===== config.mk =====
export PLATFORM = sky130hd
export DESIGN_NAME = powlib_sfifo
export DESIGN_NICKNAME = d
export VERILOG_FILES = /design/src/rtl/powlib_sfifo_pkg.sv /design/src/rtl/powlib_cntr.sv /design/src/rtl/powlib_dpram.sv /design/src/rtl/powlib_sfifo.sv
export SDC_FILE = /design/constraint.sdc
export NUM_CORES = 1
export LEC_CHECK = 0
export BUFFER_PORTS_ARGS = -buffer_cell sky130_fd_sc_hd__buf_4
export CAP_MARGIN = 20
export CORE_ASPECT_RATIO = 0.8
export CORE_MARGIN = 2
export CORE_UTILIZATION = 25
export CTS_CLUSTER_DIAMETER = 30
export DETAILED_ROUTE_END_ITERATION = 8
export HOLD_SLACK_MARGIN = 0.12
export SYNTH_ARGS = -nofsm -noshare
export SYNTH_HDL_FRONTEND = slang
export SYNTH_SLANG_ARGS = --single-unit

===== constraint.sdc =====
create_clock -name clk -period 6.6 [get_ports clk]
set_clock_uncertainty 0.2 [all_clocks]
set_input_delay 0.33 -clock clk [delete_from_list [all_inputs] [get_ports clk]]
set_output_delay 0.33 -clock clk [all_outputs]
set_load 0.01 [all_outputs]

===== src/rtl/powlib_sfifo_pkg.sv =====
// Shared helpers for the powlib synchronous FIFO.
// Provides the ceiling-log2 sizing function.
package powlib_sfifo_pkg;

  function automatic int powlib_clogb2(input int x);
    int r;
    r = 1;
    for (int i = 1; i < 31; i++) begin
      if ((1 << i) < x) r = i + 1;
    end
    return r;
  endfunction

endpackage


===== src/rtl/powlib_cntr.sv =====
// Up counter with synchronous clear and optional load.
// clr has priority over load and advance.
module powlib_cntr #(
  parameter int W   = 1,
  parameter int ELD = 0
) (
  input  logic         clk,
  input  logic         rst,
  input  logic         clr,
  input  logic         adv,
  input  logic         ld,
  input  logic [W-1:0] nval,
  output logic [W-1:0] cnt
);

  logic [W-1:0] r_cnt;

  always_ff @(posedge clk) begin
    if (rst || clr) begin
      r_cnt <= '0;
    end else if ((ELD != 0) && ld) begin
      r_cnt <= nval;
    end else if (adv) begin
      r_cnt <= r_cnt + W'(1);
    end
  end

  assign cnt = r_cnt;

endmodule


===== src/rtl/powlib_dpram.sv =====
// Dual-port RAM, one write and one read port.
// Read is either combinational or registered.
module powlib_dpram
  import powlib_sfifo_pkg::*;
#(
  parameter int W      = 32,
  parameter int D      = 8,
  parameter int ERRD   = 0,
  parameter int EASYNC = 0,
  parameter int EWBE   = 0,
  parameter int ERDRDY = 0,
  parameter int WA     = powlib_clogb2(D),
  parameter int BEW    = (W + 7) / 8
) (
  input  logic           wrclk,
  input  logic           rdclk,
  input  logic [W-1:0]   wrdata,
  input  logic           wrvld,
  input  logic [BEW-1:0] wrbe,
  input  logic [WA-1:0]  wraddr,
  input  logic [WA-1:0]  rdaddr,
  input  logic           rdrdy,
  output logic [W-1:0]   rddata
);

  logic [W-1:0] r_mem [D];
  logic [W-1:0] r_rddata;
  logic [W-1:0] w_mask;
  logic         w_rdclk;

  always_comb begin
    w_mask = '1;
    if (EWBE != 0) begin
      for (int i = 0; i < W; i++) begin
        w_mask[i] = wrbe[i/8];
      end
    end
  end

  always_ff @(posedge wrclk) begin
    if (wrvld) begin
      r_mem[wraddr] <= (r_mem[wraddr] & ~w_mask)
                     | (wrdata & w_mask);
    end
  end

  // Same-clock configurations keep the read register on wrclk.
  assign w_rdclk = (EASYNC != 0) ? rdclk : wrclk;

  always_ff @(posedge w_rdclk) begin
    if ((ERDRDY == 0) || rdrdy) begin
      r_rddata <= r_mem[rdaddr];
    end
  end

  assign rddata = (ERRD != 0) ? r_rddata : r_mem[rdaddr];

endmodule


===== src/rtl/powlib_sfifo.sv =====
// Single-clock first-word-fall-through FIFO.
// Occupancy is tracked explicitly; pointers wrap at D-1.
module powlib_sfifo
  import powlib_sfifo_pkg::*;
#(
  parameter int W     = 32,
  parameter int D     = 8,
  parameter int AFULL = D - 2,
  parameter int WIDX  = powlib_clogb2(D),
  parameter int WCNT  = powlib_clogb2(D + 1)
) (
  input  logic            clk,
  input  logic            rst,
  input  logic [W-1:0]    wrdata,
  input  logic            wrvld,
  output logic            wrrdy,
  output logic            wrafull,
  output logic [W-1:0]    rddata,
  output logic            rdvld,
  input  logic            rdrdy,
  output logic [WCNT-1:0] count
);

  localparam int BEW = (W + 7) / 8;

  logic [WIDX-1:0] w_wrptr;
  logic [WIDX-1:0] w_rdptr;
  logic [WCNT-1:0] r_count;
  logic            w_wr;
  logic            w_rd;
  logic            w_wrwrap;
  logic            w_rdwrap;

  assign wrrdy   = (r_count != WCNT'(D)) && !rst;
  assign rdvld   = (r_count != '0) && !rst;
  assign wrafull = r_count >= WCNT'(AFULL);
  assign count   = r_count;

  assign w_wr = wrvld && wrrdy;
  assign w_rd = rdvld && rdrdy;

  assign w_wrwrap = w_wr && (w_wrptr == WIDX'(D - 1));
  assign w_rdwrap = w_rd && (w_rdptr == WIDX'(D - 1));

  powlib_cntr #(
    .W   (WIDX),
    .ELD (0)
  ) wrptr_inst (
    .clk  (clk),
    .rst  (rst),
    .clr  (w_wrwrap),
    .adv  (w_wr),
    .ld   (1'b0),
    .nval ('0),
    .cnt  (w_wrptr)
  );

  powlib_cntr #(
    .W   (WIDX),
    .ELD (0)
  ) rdptr_inst (
    .clk  (clk),
    .rst  (rst),
    .clr  (w_rdwrap),
    .adv  (w_rd),
    .ld   (1'b0),
    .nval ('0),
    .cnt  (w_rdptr)
  );

  // wr and rd both require !rst, so the arms never overlap.
  always_ff @(posedge clk) begin
    unique case (1'b1)
      rst:            r_count <= '0;
      w_wr && !w_rd:  r_count <= r_count + WCNT'(1);
      w_rd && !w_wr:  r_count <= r_count - WCNT'(1);
      default:        ;
    endcase
  end

  powlib_dpram #(
    .W      (W),
    .D      (D),
    .ERRD   (0),
    .EASYNC (0),
    .EWBE   (0),
    .ERDRDY (0)
  ) ram_inst (
    .wrclk  (clk),
    .rdclk  (clk),
    .wrdata (wrdata),
    .wrvld  (w_wr),
    .wrbe   ({BEW{1'b0}}),
    .wraddr (w_wrptr),
    .rdaddr (w_rdptr),
    .rdrdy  (w_rd),
    .rddata (rddata)
  );

endmodule


==> metrics.yaml <==
cp_top_family: "buffers and inverters"
synth_seq_cells: 269
cp_max_fo: 46
hp-start: "wrvld"
die_x_um: 233.3
rows: 67
slowest_delay_ns: 0.79
synthCells: 449
insertion_delay_ns: 0.54
drv_slew: 0
synth.avg_cell_area_um2: 23.41
outcome: "finished clean"
place.gp.congestion: 0.6473
path_cells: "buf_4 > mux4_1 > mux2_2 > buf_4"
synthFlopType: "edfxtp_1"
vias_per_cell: 4.189
hold_path_class: "primary input to flop"
drc_errors: 0
syn_to_final_growth_pct: 31.84
track_usage_pct: 10.19
fmax_mhz: 278.2
synth_top_cell_by_area: "edfxtp_1"
fin_nets: 648
place_ws_ns: 3.528
p_leak_nw: 4.586
ir_worst_vdd_mv: 0.2248
start_util_pct: 25.23
r2r_start: "count[1]"
dp_hpwl_mm: 11.84
antennaDiodeCount: 0
fin_crit_ns: 3.595
grt_pass1_wl_mm: 32.93
path_buf_inv: 2
cts_buffer_depth: 3
core-area_mm2: 0.04166
vias: 5018
h-tree-depth: 2
io_buffers: 74
finalCritPeriodShare_pct: 54.47
yosysTopAreaCellShare_pct: 74.27
die_h_um: 187.4
synthTopCellsByArea: "edfxtp_1 74%, mux4_1 10%, mux4_2 5.1%"
seq_area_frac_synth_pct: 75.98
cts_resized: 0
setup_viol: 0
synthTopCellsByCount: "260 x edfxtp_1, 40 x mux4_1, 32 x mux2_2"
crit_path_top_delay_cell: "buf_4"
cts_setup_buffers: 0
rsz0062_at_grt: "no"
seq_area_mm2: 0.007996
syn-cell-area_mm2: 0.01051
die-area_mm2: 0.04372
relSlewSlack_pct: 32.60
ios: 75
cts_buffers: 50
globalRouteOverflowTotal: 0
drt_wl_total_mm: 22.12
synth_fp_nets: 493
startpoint_type: "flop"
cts_hold_buf: 34
drv_cap: 0
cp.arrival_ns: 3.07
cts_root_buf: "clkbuf_16"
clock_sinks: 269
clkTransAtPathRegs_ns: 0.05
worstMarginPinSlew_ns: 1.006
synthArstFlopShare_pct: 0
required_ns: 6.07
wl_per_cell_um: 18.46
multi_input_area_mm2: 0.002434
cp_common_cell: "buf_4"
timing_hold_violations_final: 0
synth_most_common_cell: "edfxtp_1"
ys.warnings.count: 0
drt-pass1-iter-count: 4
worst_slack_ns: 3.005
setup_tns_ns: 0
ys_types: 31
critical_path_class: "flop to output pin"
synth_edf_count: 260
finalPower_w: 0.004770
antenna_found_initial: 0
drt-initial-drc-count: 396
postRouteAntennaNets: 0
worstSetupEndpointType: "output pin"
cellPowerDensity_mw_per_mm2: 344.2
cts_tree: "built"
num-fill-cells: 3895
grt_pass1_vias: 5374
drive_gt1_share_pct: 37.31
grt_max_degree: 65
==> routing by layer <==
layer	global-route usage (%)	up-vias	share of wire (%)
li1	-	2268	-
met1	12.84	2609	44
met2	17.05	105	49
met3	2.698	36	4.5
met4	3.209	0	1.9
met5	0	-	0
==> stage by stage <==
step	instance area, um2	hold WS [ns]	instances	util, %
finish	13860	0.2089	1198	33.27
detailed placement	11800	0.2885	1070	28.31
global route	13860	0.2305	1198	33.27
CTS	13860	0.1787	1198	33.27
floorplan	10510	0.2289	449	-
global placement	11800	0.2771	1070	28.31
==> flip-flops by register name, indices dropped and copies added, names as in the netlist, named ones only <==
signal	cells
wrptr_inst.cnt	3
rdptr_inst.cnt	3
ram_inst.r_mem	256
count	4
==> kinds of logic (layout without fill, tap and decap cells) <==
group | Yosys count | count (layout) | share of synthesized area (%)
flops | 269 | 269 | 75.98
mux | 97 | 97 | 18.66
simple gates | 40 | 40 | 2.345
buf+inv | 22 | 219 | 1.309
compound gates | 10 | 10 | 0.4999
fa+ha+maj | 8 | 8 | 0.9522
xor+xnor | 3 | 3 | 0.2500
==> final timing paths <==
path	end	slack [ns]	cells after the start
setup reg to reg	count[3]	3.71	7
hold reg to reg	flop	0.29	2
setup / recovery	rddata[1]	3.00	4
hold / removal	wrptr_inst.cnt[0]	0.21	5
==> power breakdown <==
| part | internal [W] | switching (W) | leakage, nW |
|---|---|---|---|
| Clock | 0.00162 | 0.000894 | 0.803 |
| Sequential | 0.00191 | 0.0000349 | 2.43 |
| Combinational | 0.000177 | 0.000137 | 1.35 |
| Total | 0.00371 | 0.00107 | 4.59 |
==> layout make-up <==
type | instances | share of cell area (%)
inverter | 2 | 0.05417
clock inverter | 36 | 3.187
multi-input combinational | 158 | 17.56
clock buffer | 58 | 9.244
timing repair buffer | 123 | 7.276
sequential | 269 | 57.70
tap | 552 | 4.983
==> layout by cell type, fill, tap and decap left out, types with 8 or more instances in the layout <==
| cell | instances |
|---|---|
| mux4_1 | 40 |
| clkinvlp_4 | 9 |
| dlygate4sd3_1 | 34 |
| clkbuf_16 | 50 |
| clkbuf_1 | 8 |
| buf_4 | 89 |
| ha_1 | 8 |
| mux4_2 | 24 |
| mux2_2 | 32 |
| edfxtp_1 | 260 |
==> worst reg2reg max path, delay by kind of cell (launching register included) <==
| family | cells | cell delay [ns] |
|---|---|---|
| adders and majority gates | 1 | 0.30 |
| DFF | 1 | 0.52 |
| AOI/OAI and AO/OA | 2 | 0.26 |
| and+or+nand+nor | 4 | 1.35 |
Note: power is estimated with default switching activity, not from simulation.
